==> config.mk <==
export PLATFORM = sky130hd
export DESIGN_NAME = rd53_cmd_decoder
export DESIGN_NICKNAME = d
export VERILOG_FILES = /design/src/rtl/rd53_cmd_decoder.sv
export SDC_FILE = /design/constraint.sdc
export NUM_CORES = 1
export LEC_CHECK = 0
export BUFFER_PORTS_ARGS = -buffer_cell sky130_fd_sc_hd__buf_4
export CORE_MARGIN = 2
export CORE_UTILIZATION = 53
export DETAILED_ROUTE_END_ITERATION = 7
export PLACE_DENSITY = 0.77
export SETUP_SLACK_MARGIN = 0.02
export SYNTH_ARGS = -nofsm -noshare
export SYNTH_HDL_FRONTEND = slang
export SYNTH_SLANG_ARGS = --single-unit
==> constraint.sdc <==
create_clock -name clk -period 2.65 [get_ports clk]
set_input_delay 0.265 -clock clk [delete_from_list [all_inputs] [get_ports clk]]
set_output_delay 0.265 -clock clk [all_outputs]
set_load 0.05 [all_outputs]
==> src/rtl/rd53_cmd_decoder.sv <==
// RD53A TTC command decoder: classifies aligned 16-bit frames, collects command payloads,
// and emits registered command, trigger and sync events plus a saturating protocol-error count.
//
// state   | meaning
// IDLE    | waiting for a header, trigger, sync or noop frame
// COLLECT | header seen, gathering payload frames (busy=1)
// DONE    | command complete, cmd_valid=1 for one cycle; frames handled as in IDLE
module rd53_cmd_decoder #(
    parameter int TIMEOUT = 64,
    parameter int ERR_W   = 8
) (
    input  logic             clk,
    input  logic             rst,
    input  logic [15:0]      data_in,
    input  logic             data_valid,
    output logic             cmd_valid,
    output logic [3:0]       cmd_type,
    output logic [19:0]      cmd_payload,
    output logic             trig_valid,
    output logic [3:0]       trig_pattern,
    output logic [4:0]       trig_tag,
    output logic             sync_pulse,
    output logic             busy,
    output logic [ERR_W-1:0] err_count
);
    localparam int TW = (TIMEOUT > 1) ? $clog2(TIMEOUT) : 1;
    localparam logic [15:0] SYNC_WORD = 16'h817E;
    localparam logic [15:0] NOOP_WORD = 16'h6969;

    localparam logic [7:0] DATA_ROM [32] = '{
        8'h6A, 8'h6C, 8'h71, 8'h72, 8'h74, 8'h8B, 8'h8D, 8'h8E,
        8'h93, 8'h95, 8'h96, 8'h99, 8'h9A, 8'h9C, 8'hA3, 8'hA5,
        8'hA6, 8'hA9, 8'hAA, 8'hAC, 8'hB1, 8'hB2, 8'hB4, 8'hC3,
        8'hC5, 8'hC6, 8'hC9, 8'hCA, 8'hCC, 8'hD1, 8'hD2, 8'hD4};
    localparam logic [7:0] TRIG_ROM [15] = '{
        8'h2B, 8'h2D, 8'h2E, 8'h33, 8'h35, 8'h36, 8'h39, 8'h3A,
        8'h3C, 8'h4B, 8'h4D, 8'h4E, 8'h53, 8'h55, 8'h56};

    typedef enum logic [1:0] {IDLE, COLLECT, DONE} state_t;

    // {valid, value}
    function automatic logic [5:0] data_lookup(input logic [7:0] s);
        data_lookup = '0;
        for (int i = 0; i < 32; i++)
            if (DATA_ROM[i] == s) data_lookup = {1'b1, 5'(i)};
    endfunction

    // {valid, pattern}; pattern is 1-based
    function automatic logic [4:0] trig_lookup(input logic [7:0] s);
        trig_lookup = '0;
        for (int i = 0; i < 15; i++)
            if (TRIG_ROM[i] == s) trig_lookup = {1'b1, 4'(i + 1)};
    endfunction

    // {valid, type[3:0], payload frames[1:0]}
    function automatic logic [6:0] hdr_lookup(input logic [15:0] w);
        case (w)
            16'h5A5A: hdr_lookup = {1'b1, 4'd0, 2'd0};
            16'h5959: hdr_lookup = {1'b1, 4'd1, 2'd0};
            16'h5C5C: hdr_lookup = {1'b1, 4'd2, 2'd1};
            16'h6363: hdr_lookup = {1'b1, 4'd3, 2'd2};
            16'h6666: hdr_lookup = {1'b1, 4'd4, 2'd2};
            16'h6565: hdr_lookup = {1'b1, 4'd5, 2'd1};
            default:  hdr_lookup = '0;
        endcase
    endfunction

    state_t        state, state_n;
    logic [1:0]    frames_left, frames_left_n;
    logic          first, first_n;
    logic [9:0]    acc, acc_n;
    logic [3:0]    pend_type, pend_type_n;
    logic [TW-1:0] tmr, tmr_n;
    logic [3:0]    cmd_type_n;
    logic [19:0]   cmd_payload_n;
    logic          trig_valid_n, sync_n;
    logic [3:0]    trig_pattern_n;
    logic [4:0]    trig_tag_n;
    logic [ERR_W-1:0] err_count_n;
    logic          err, reload;
    logic [5:0]    hi_sym, lo_sym;
    logic [4:0]    trg;
    logic [6:0]    hdr;

    assign hi_sym = data_lookup(data_in[15:8]);
    assign lo_sym = data_lookup(data_in[7:0]);
    assign trg    = trig_lookup(data_in[15:8]);
    assign hdr    = hdr_lookup(data_in);

    assign busy      = (state == COLLECT);
    assign cmd_valid = (state == DONE);

    always_comb begin
        state_n        = (state == DONE) ? IDLE : state;
        frames_left_n  = frames_left;
        first_n        = first;
        acc_n          = acc;
        pend_type_n    = pend_type;
        tmr_n          = tmr;
        cmd_type_n     = cmd_type;
        cmd_payload_n  = cmd_payload;
        trig_valid_n   = 1'b0;
        trig_pattern_n = trig_pattern;
        trig_tag_n     = trig_tag;
        sync_n         = 1'b0;
        err            = 1'b0;
        reload         = 1'b0;

        if (data_valid && data_in == SYNC_WORD) begin
            sync_n = 1'b1;
        end else if (data_valid && data_in != NOOP_WORD) begin
            if (trg[4]) begin
                if (lo_sym[5]) begin
                    trig_valid_n   = 1'b1;
                    trig_pattern_n = trg[3:0];
                    trig_tag_n     = lo_sym[4:0];
                end else begin
                    err = 1'b1;
                end
            end else if (hdr[6]) begin
                // a header inside a collection aborts it, then starts afresh
                err    = (state == COLLECT);
                reload = 1'b1;
                if (hdr[1:0] == 2'd0) begin
                    state_n       = DONE;
                    cmd_type_n    = hdr[5:2];
                    cmd_payload_n = '0;
                end else begin
                    state_n       = COLLECT;
                    frames_left_n = hdr[1:0];
                    pend_type_n   = hdr[5:2];
                    first_n       = 1'b1;
                    acc_n         = '0;
                end
            end else if (state == COLLECT && hi_sym[5] && lo_sym[5]) begin
                reload = 1'b1;
                if (frames_left == 2'd1) begin
                    state_n       = DONE;
                    cmd_type_n    = pend_type;
                    cmd_payload_n = first ? {hi_sym[4:0], lo_sym[4:0], 10'd0}
                                          : {acc, hi_sym[4:0], lo_sym[4:0]};
                end else begin
                    frames_left_n = frames_left - 2'd1;
                    first_n       = 1'b0;
                    acc_n         = {hi_sym[4:0], lo_sym[4:0]};
                end
            end else begin
                err     = 1'b1;
                state_n = IDLE;
            end
        end

        // only payload frames and headers restart the idle timer
        if (reload) begin
            tmr_n = TW'(TIMEOUT - 1);
        end else if (state == COLLECT && state_n == COLLECT) begin
            if (tmr == '0) begin
                err     = 1'b1;
                state_n = IDLE;
            end else begin
                tmr_n = tmr - 1'b1;
            end
        end

        err_count_n = (err && err_count != '1) ? err_count + 1'b1 : err_count;
    end

    always_ff @(posedge clk) begin
        if (rst) begin
            state        <= IDLE;
            frames_left  <= '0;
            first        <= 1'b0;
            acc          <= '0;
            pend_type    <= '0;
            tmr          <= '0;
            cmd_type     <= '0;
            cmd_payload  <= '0;
            trig_valid   <= 1'b0;
            trig_pattern <= '0;
            trig_tag     <= '0;
            sync_pulse   <= 1'b0;
            err_count    <= '0;
        end else begin
            state        <= state_n;
            frames_left  <= frames_left_n;
            first        <= first_n;
            acc          <= acc_n;
            pend_type    <= pend_type_n;
            tmr          <= tmr_n;
            cmd_type     <= cmd_type_n;
            cmd_payload  <= cmd_payload_n;
            trig_valid   <= trig_valid_n;
            trig_pattern <= trig_pattern_n;
            trig_tag     <= trig_tag_n;
            sync_pulse   <= sync_n;
            err_count    <= err_count_n;
        end
    end

endmodule
==> metrics.txt, run 1 <==
Port Buffers=slightly above 60; layout cells sized above 1=38.54%; die area=10160 um2; Post-Place Setup Slack=-0.4387 ns; vias in the first global route=between 5000 and 6000; CTS Root Cell=clkbuf_8; fin crit period=~2.6 ns; setup violators final=0; worst-path maximum fanout=7; register bit count reported by yosys=66; WL/cell=18.06 um; Die Y-Extent=100.8 um; max cap viols=0; maximum clock path buffer count=2; vias per cell=6.255; Buf/Inv on CP=2; reg-to-reg endpoint=cmd_payload[9]; r2r setup slk=between 0.4 and 0.5 ns; Slew @ Worst Pin=approximately 0.94 ns; H-Tree Level Count=3; final instance area=~7300 um2; fin. max-slew vios=0; Layout Nets=868; crit path kind=in -> reg; Arr. time, crit path=2.88 ns; synth cell count leaders=dfxtp_1 (66), nand2_1 (64), nor2_1 (60); Worst Hold Launch=data_valid; gr usage total=approximately a third; Post-synth ARST share=0%; die width=100.8 um; leakage power=~2.8 nW; skew final=0.01114 ns; Final Hold Fails=0; cts bufs inserted=9; CTS tree=built; placed inst area=6624 um2; Crit path depth=11; Slew Limit Headroom=37.51%; # rows=35; Reg2Reg Depth=6; Post-synth EDFFs=0; HPWL Detailed=12.35 mm; Initial Util=54.26%; initial antenna violation count=0; Req. time, crit path=~2.9 ns; first-pass GRT wire length=26.64 mm; outcome=finished clean; RSZ-0062 raised after global routing=true; ys flop type=dfxtp_1; Ys Warns=0; Mean Syn Cell Area=7.628 um2; fin util=79.38%; FMAX=383.3 MHz; vias=6017; total detailed-routing wirelength=17.37 mm; Hold Path Class=in -> reg; gpl congestion=0.9868; CTS sink count=between 60 and 70; pin count of the biggest net entering global routing=66; initial drt markers=490; cell count after synthesis=651; post-synth top area share=approximately a quarter; Worst-path clk slew=0.07 ns; count leader, synth=dfxtp_1; Ant. Diodes=0; Worst Setup Start Kind=primary input; DRT Pass-1 Iters=5; CP endpoint kind=register; Power Density=368.4 nW/um2; total grt overflow=0; Synth Net Count=673; Residual DRC=0; Synth cell types=90; CP peak stage delay=0.62 ns; Worst path slowest cell=or4b_4; post-synth top area cell=dfxtp_1; VDD IR max=0.0003543 V; critical path's top delay family=simple AND/OR/NAND/NOR gates; Final WS setup=0.04139 ns; core region area=between 9000 and 10000 um2; Hold Path End=sync_pulse; post-synthesis cell area=between 4000 and 5000 um2; number of top-level pins=64; sequential share of the synthesized area=26.61%; Area Growth Syn to Fin=46.31%; ranking of synthesized cells by area=dfxtp_1 (27%), a21oi_1 (4.9%), nand2_1 (4.8%); Cells on Worst Hold Path=4; post-route ant nets=0; Tcrit/Tclk final=between 90% and 100%; crit path cell chain=buf_4 > buf_4 > nand4b_1 > o21ai_1 > a21oi_2 > a311oi_2 > or4_4 > a21oi_2 > or4b_4 > or3_1 > a21oi_1; Clock Latency Late Sink=0.36 ns; r2r startpoint=state[0]
[cell usage in the layout, fill, tap and decap left out, drive strengths merged, types with 14 or more instances in the layout]
master  synthesis  layout
o21ai          31      31
nor3           22      22
nor2           61      61
a21oi          49      49
nand2b         20      20
buf            38     238
dfxtp          66      66
nand3          14      14
a211oi         18      18
nor2b          15      15
nand2          65      65
inv            16      16
or3            19      19
[worst reg2reg max path: stages (launching register included)]
cell and delay (ns):
dfxtp_1 0.42, nand2b_1 0.20, a31oi_4 0.22, a21oi_2 0.12, or4b_4 0.62, or3_1 0.39, a21oi_1 0.18
[worst max path at each step]
stage	from	end	slack [ns]
floorplan	data_in[0]	tmr[1]	0.02
global placement	data_in[3]	cmd_payload[13]	-0.35
detailed placement	data_in[10]	cmd_payload[10]	-0.44
CTS	data_in[12]	cmd_payload[10]	0.02
global route	data_in[4]	err_count[5]	-0.11
finish	data_in[7]	cmd_payload[9]	0.04
[state kept, by name, indices dropped and copies added, names as in the netlist]
name          flops
tmr               6
sync_pulse        1
acc              10
trig_valid        1
trig_tag          5
first             1
err_count         8
cmd_payload      20
cmd_type          3
frames_left       2
pend_type         3
state             2
trig_pattern      4
[where the power goes]
part           switching [W]  internal (W)  leakage [nW]
registers         0.00000986      0.000999         0.532
logic               0.000340      0.000290          2.20
clock network       0.000410      0.000628         0.117
total               0.000760       0.00192          2.84
[area by class of cell]
class,instances,area (um2)
clock inverter,6,115.1
multi-input combinational,515,3636
fill,597,1887
clock buffer,10,127.6
inverter,16,60.06
timing repair buffer,238,1867
tap,111,138.9
sequential,66,1321
[cells by family (layout without fill, tap and decap cells)]
logic type	count (synthesis)	in the layout	share of synthesized area (%)
compound gates	179	179	24.89
flops	66	66	26.61
xor+xnor	18	18	3.326
fa+ha+maj	3	3	0.7559
buf+inv	72	270	7.256
other cells	1	1	0.07551
mux	9	9	1.839
simple gates	303	305	35.25
[what timing repair did]
action                     in CTS  in global routing
resized for setup               3                 61
gates cloned                    1                  1
hold buffers                    0                  0
setup endpoints to repair      21                 40
setup buffers                   1                  4
pin swaps                       1                 27
[stage by stage]
stage                     hold WS (ns)  TNS (ns)  cells  total power (W)
after global placement          0.4422    -11.69    939         0.001581
after CTS                       0.3907         0    957         0.002611
after floorplan                 0.4519         0    651         0.001331
final                           0.4023         0    962         0.002677
after detailed placement        0.4469    -14.73    939         0.001591
after global routing            0.4195   -0.8672    962         0.002759
[routing by layer]
layer,track usage (%),vias up,part of all wire (%)
li1,-,2816,-
met4,13.91,0,2.7
met1,40.83,2878,42
met5,0,-,0
met3,5.201,48,6.0
met2,55.08,275,50
(Power assumes the default switching activity.)
==> run 2, diff against run 1 <==
==> constraint.sdc (replaced) <==
create_clock -name clk -period 3.1 [get_ports clk]
set_input_delay 0.31 -clock clk [delete_from_list [all_inputs] [get_ports clk]]
set_output_delay 0.31 -clock clk [all_outputs]
set_load 0.05 [all_outputs]
==> metrics.txt, run 2 (synthesis results as in run 1) <==
FMAX=342.9 MHz; commonest non-fill, non-tap cell in the layout=buf_4; CTS Root Cell=clkbuf_8; outcome=finished clean; crit path cell chain=buf_4 > nor2b_1 > and4_1 > a311o_1 > nor4_2 > a31oi_4 > a21oi_1 > or4b_4 > or3_1 > o2bb2ai_1; CP endpoint kind=register; Layout Nets=759 (-13%); CTS tree=built; Area Growth Syn to Fin=20.56%; H-Tree Level Count=3 (unchanged); WL/cell=17.01 um (-5.8%); most frequent cells in the layout=buf_4 (130), dfxtp_1 (66), nand2_1 (64); Power Density=327.1 nW/um2 (-11%); postcts setup bufs=0 (-1); number of top-level pins=64 (unchanged); gr usage total=28.77% (-3.8 points); RSZ-0062 raised after global routing=false; r2r setup slk=0.86 ns (+0.42 ns); CTS Hold Buffers Added=0 (unchanged); CP peak stage delay=0.67 ns (+0.05 ns); vias per cell=6.290 (+0.56%); Initial Util=54.26% (unchanged); initial antenna violation count=0 (unchanged); # rows=35 (unchanged); leakage power=2.189 nW (-23%); Hold Path Class=in -> reg; Final Hold Fails=0 (unchanged); Clock Latency Late Sink=0.34 ns (-0.02 ns); DRT Pass-1 Iters=5 (unchanged); layout cells sized above 1=22.91% (-16 points); cts bufs inserted=9 (unchanged); vias=5365 (-11%); Buf/Inv on CP=1 (-1); pin count of the biggest net entering global routing=66 (unchanged); HPWL Detailed=10.51 mm (-15%); maximum clock path buffer count=2 (unchanged); max cap viols=0 (unchanged); skew final=0.007738 ns (-0.003400 ns); Slew @ Worst Pin=0.8841 ns (-0.05193 ns); total grt overflow=0 (unchanged); Tcrit/Tclk final=94.08%; Ant. Diodes=0 (unchanged); total detailed-routing wirelength=14.51 mm (-16%); Slew Limit Headroom=40.98% (+3.5 points); Die Y-Extent=100.8 um (unchanged); die area=10160 um2 (unchanged); core region area=9153 um2 (unchanged); vias in the first global route=4968 (-9.5%); setup violators final=0 (unchanged); fin. max-slew vios=0 (unchanged); fin util=65.41% (-14 points); CTS sink count=66 (unchanged); crit path kind=in -> reg; fin crit period=2.916 ns; VDD IR max=0.0004072 V (+15%); Worst Setup Start Kind=primary input; Final Total Pwr=0.001958 W (-27%); post-route ant nets=0 (unchanged); Worst path slowest cell=or4b_4; cts repair resizes=0 (-3); top flop regs=cmd_payload x20, acc x10, err_count x8; Arr. time, crit path=3.20 ns (+0.32 ns); Port Buffers=62 (unchanged); gpl congestion=0.9980 (+1.1%); Worst-path clk slew=0.07 ns (about the same); initial drt markers=358 (-27%); critical path's top delay family=simple AND/OR/NAND/NOR gates; Residual DRC=0 (unchanged); first-pass GRT wire length=23.78 mm (-11%); die width=100.8 um (unchanged); register bank with the most flops=cmd_payload; worst-path maximum fanout=27 (+20); number of flip-flops in the largest register=20 (unchanged); Req. time, crit path=3.38 ns (+0.46 ns)
[run 2: changes by cell type in the layout (fill, tap and decap cells not counted), sizes merged]
cell      change
buf         -107
or4b          -2
bufinv        -2
clkbuf        +1
clkinvlp      +1
[run 2: routing by layer]
metal  share of wire (%)  routed length (um)  GRT usage [%]  vias up
li1                    -                   -              -     2592
met5                   0                   0              0        -
met3                 6.2                 897          5.062       47
met4                 3.2                 461          11.17        0
met2                  47                6858          47.49      218
met1                  43                6293          37.29     2508
[run 2: cell type report]
cell class,instances,area [um2]
multi-input combinational,513,3284
fill,783,3166
sequential,66,1321
timing repair buffer,131,996.0
tap,111,138.9
clock buffer,11,131.4
inverter,16,60.06
clock inverter,5,55.05
[run 2: tightest hold or removal path: stages]
cell	delay [ns]
buf_4	0.12
nand4_1	0.12
nor2_1	0.08
[run 2: path summary, 6_finish.rpt]
path,start,to,depth (start not counted)
setup / recovery,data_in[12],cmd_payload[16],10
hold reg to reg,cmd_payload[1],cmd_payload[1],2
setup reg to reg,state[1],cmd_payload[16],6
hold / removal,data_valid,sync_pulse,3
[run 2: power breakdown]
part | switching, W | internal (W)
logic | 0.000241 | 0.000154
clock network | 0.000333 | 0.000369
registers | 0.00000714 | 0.000854
total | 0.000581 | 0.00138
[run 2: per-stage QoR]
step / instances / hold slack [ns] / setup TNS (ns) / setup WS (ns) / area (um2)
5_1_grt: 853 / 0.3412 / 0 / 0.1171 / 5987
6_report: 853 / 0.3434 / 0 / 0.1835 / 5987
2_1_floorplan: 651 / 0.4568 / 0 / 0.3588 / 4966
4_1_cts: 853 / 0.3329 / 0 / 0.2699 / 5987
3_3_place_gp: 837 / 0.4433 / 0 / 0.01029 / 5801
3_5_place_dp: 837 / 0.4470 / -0.5460 / -0.07577 / 5801
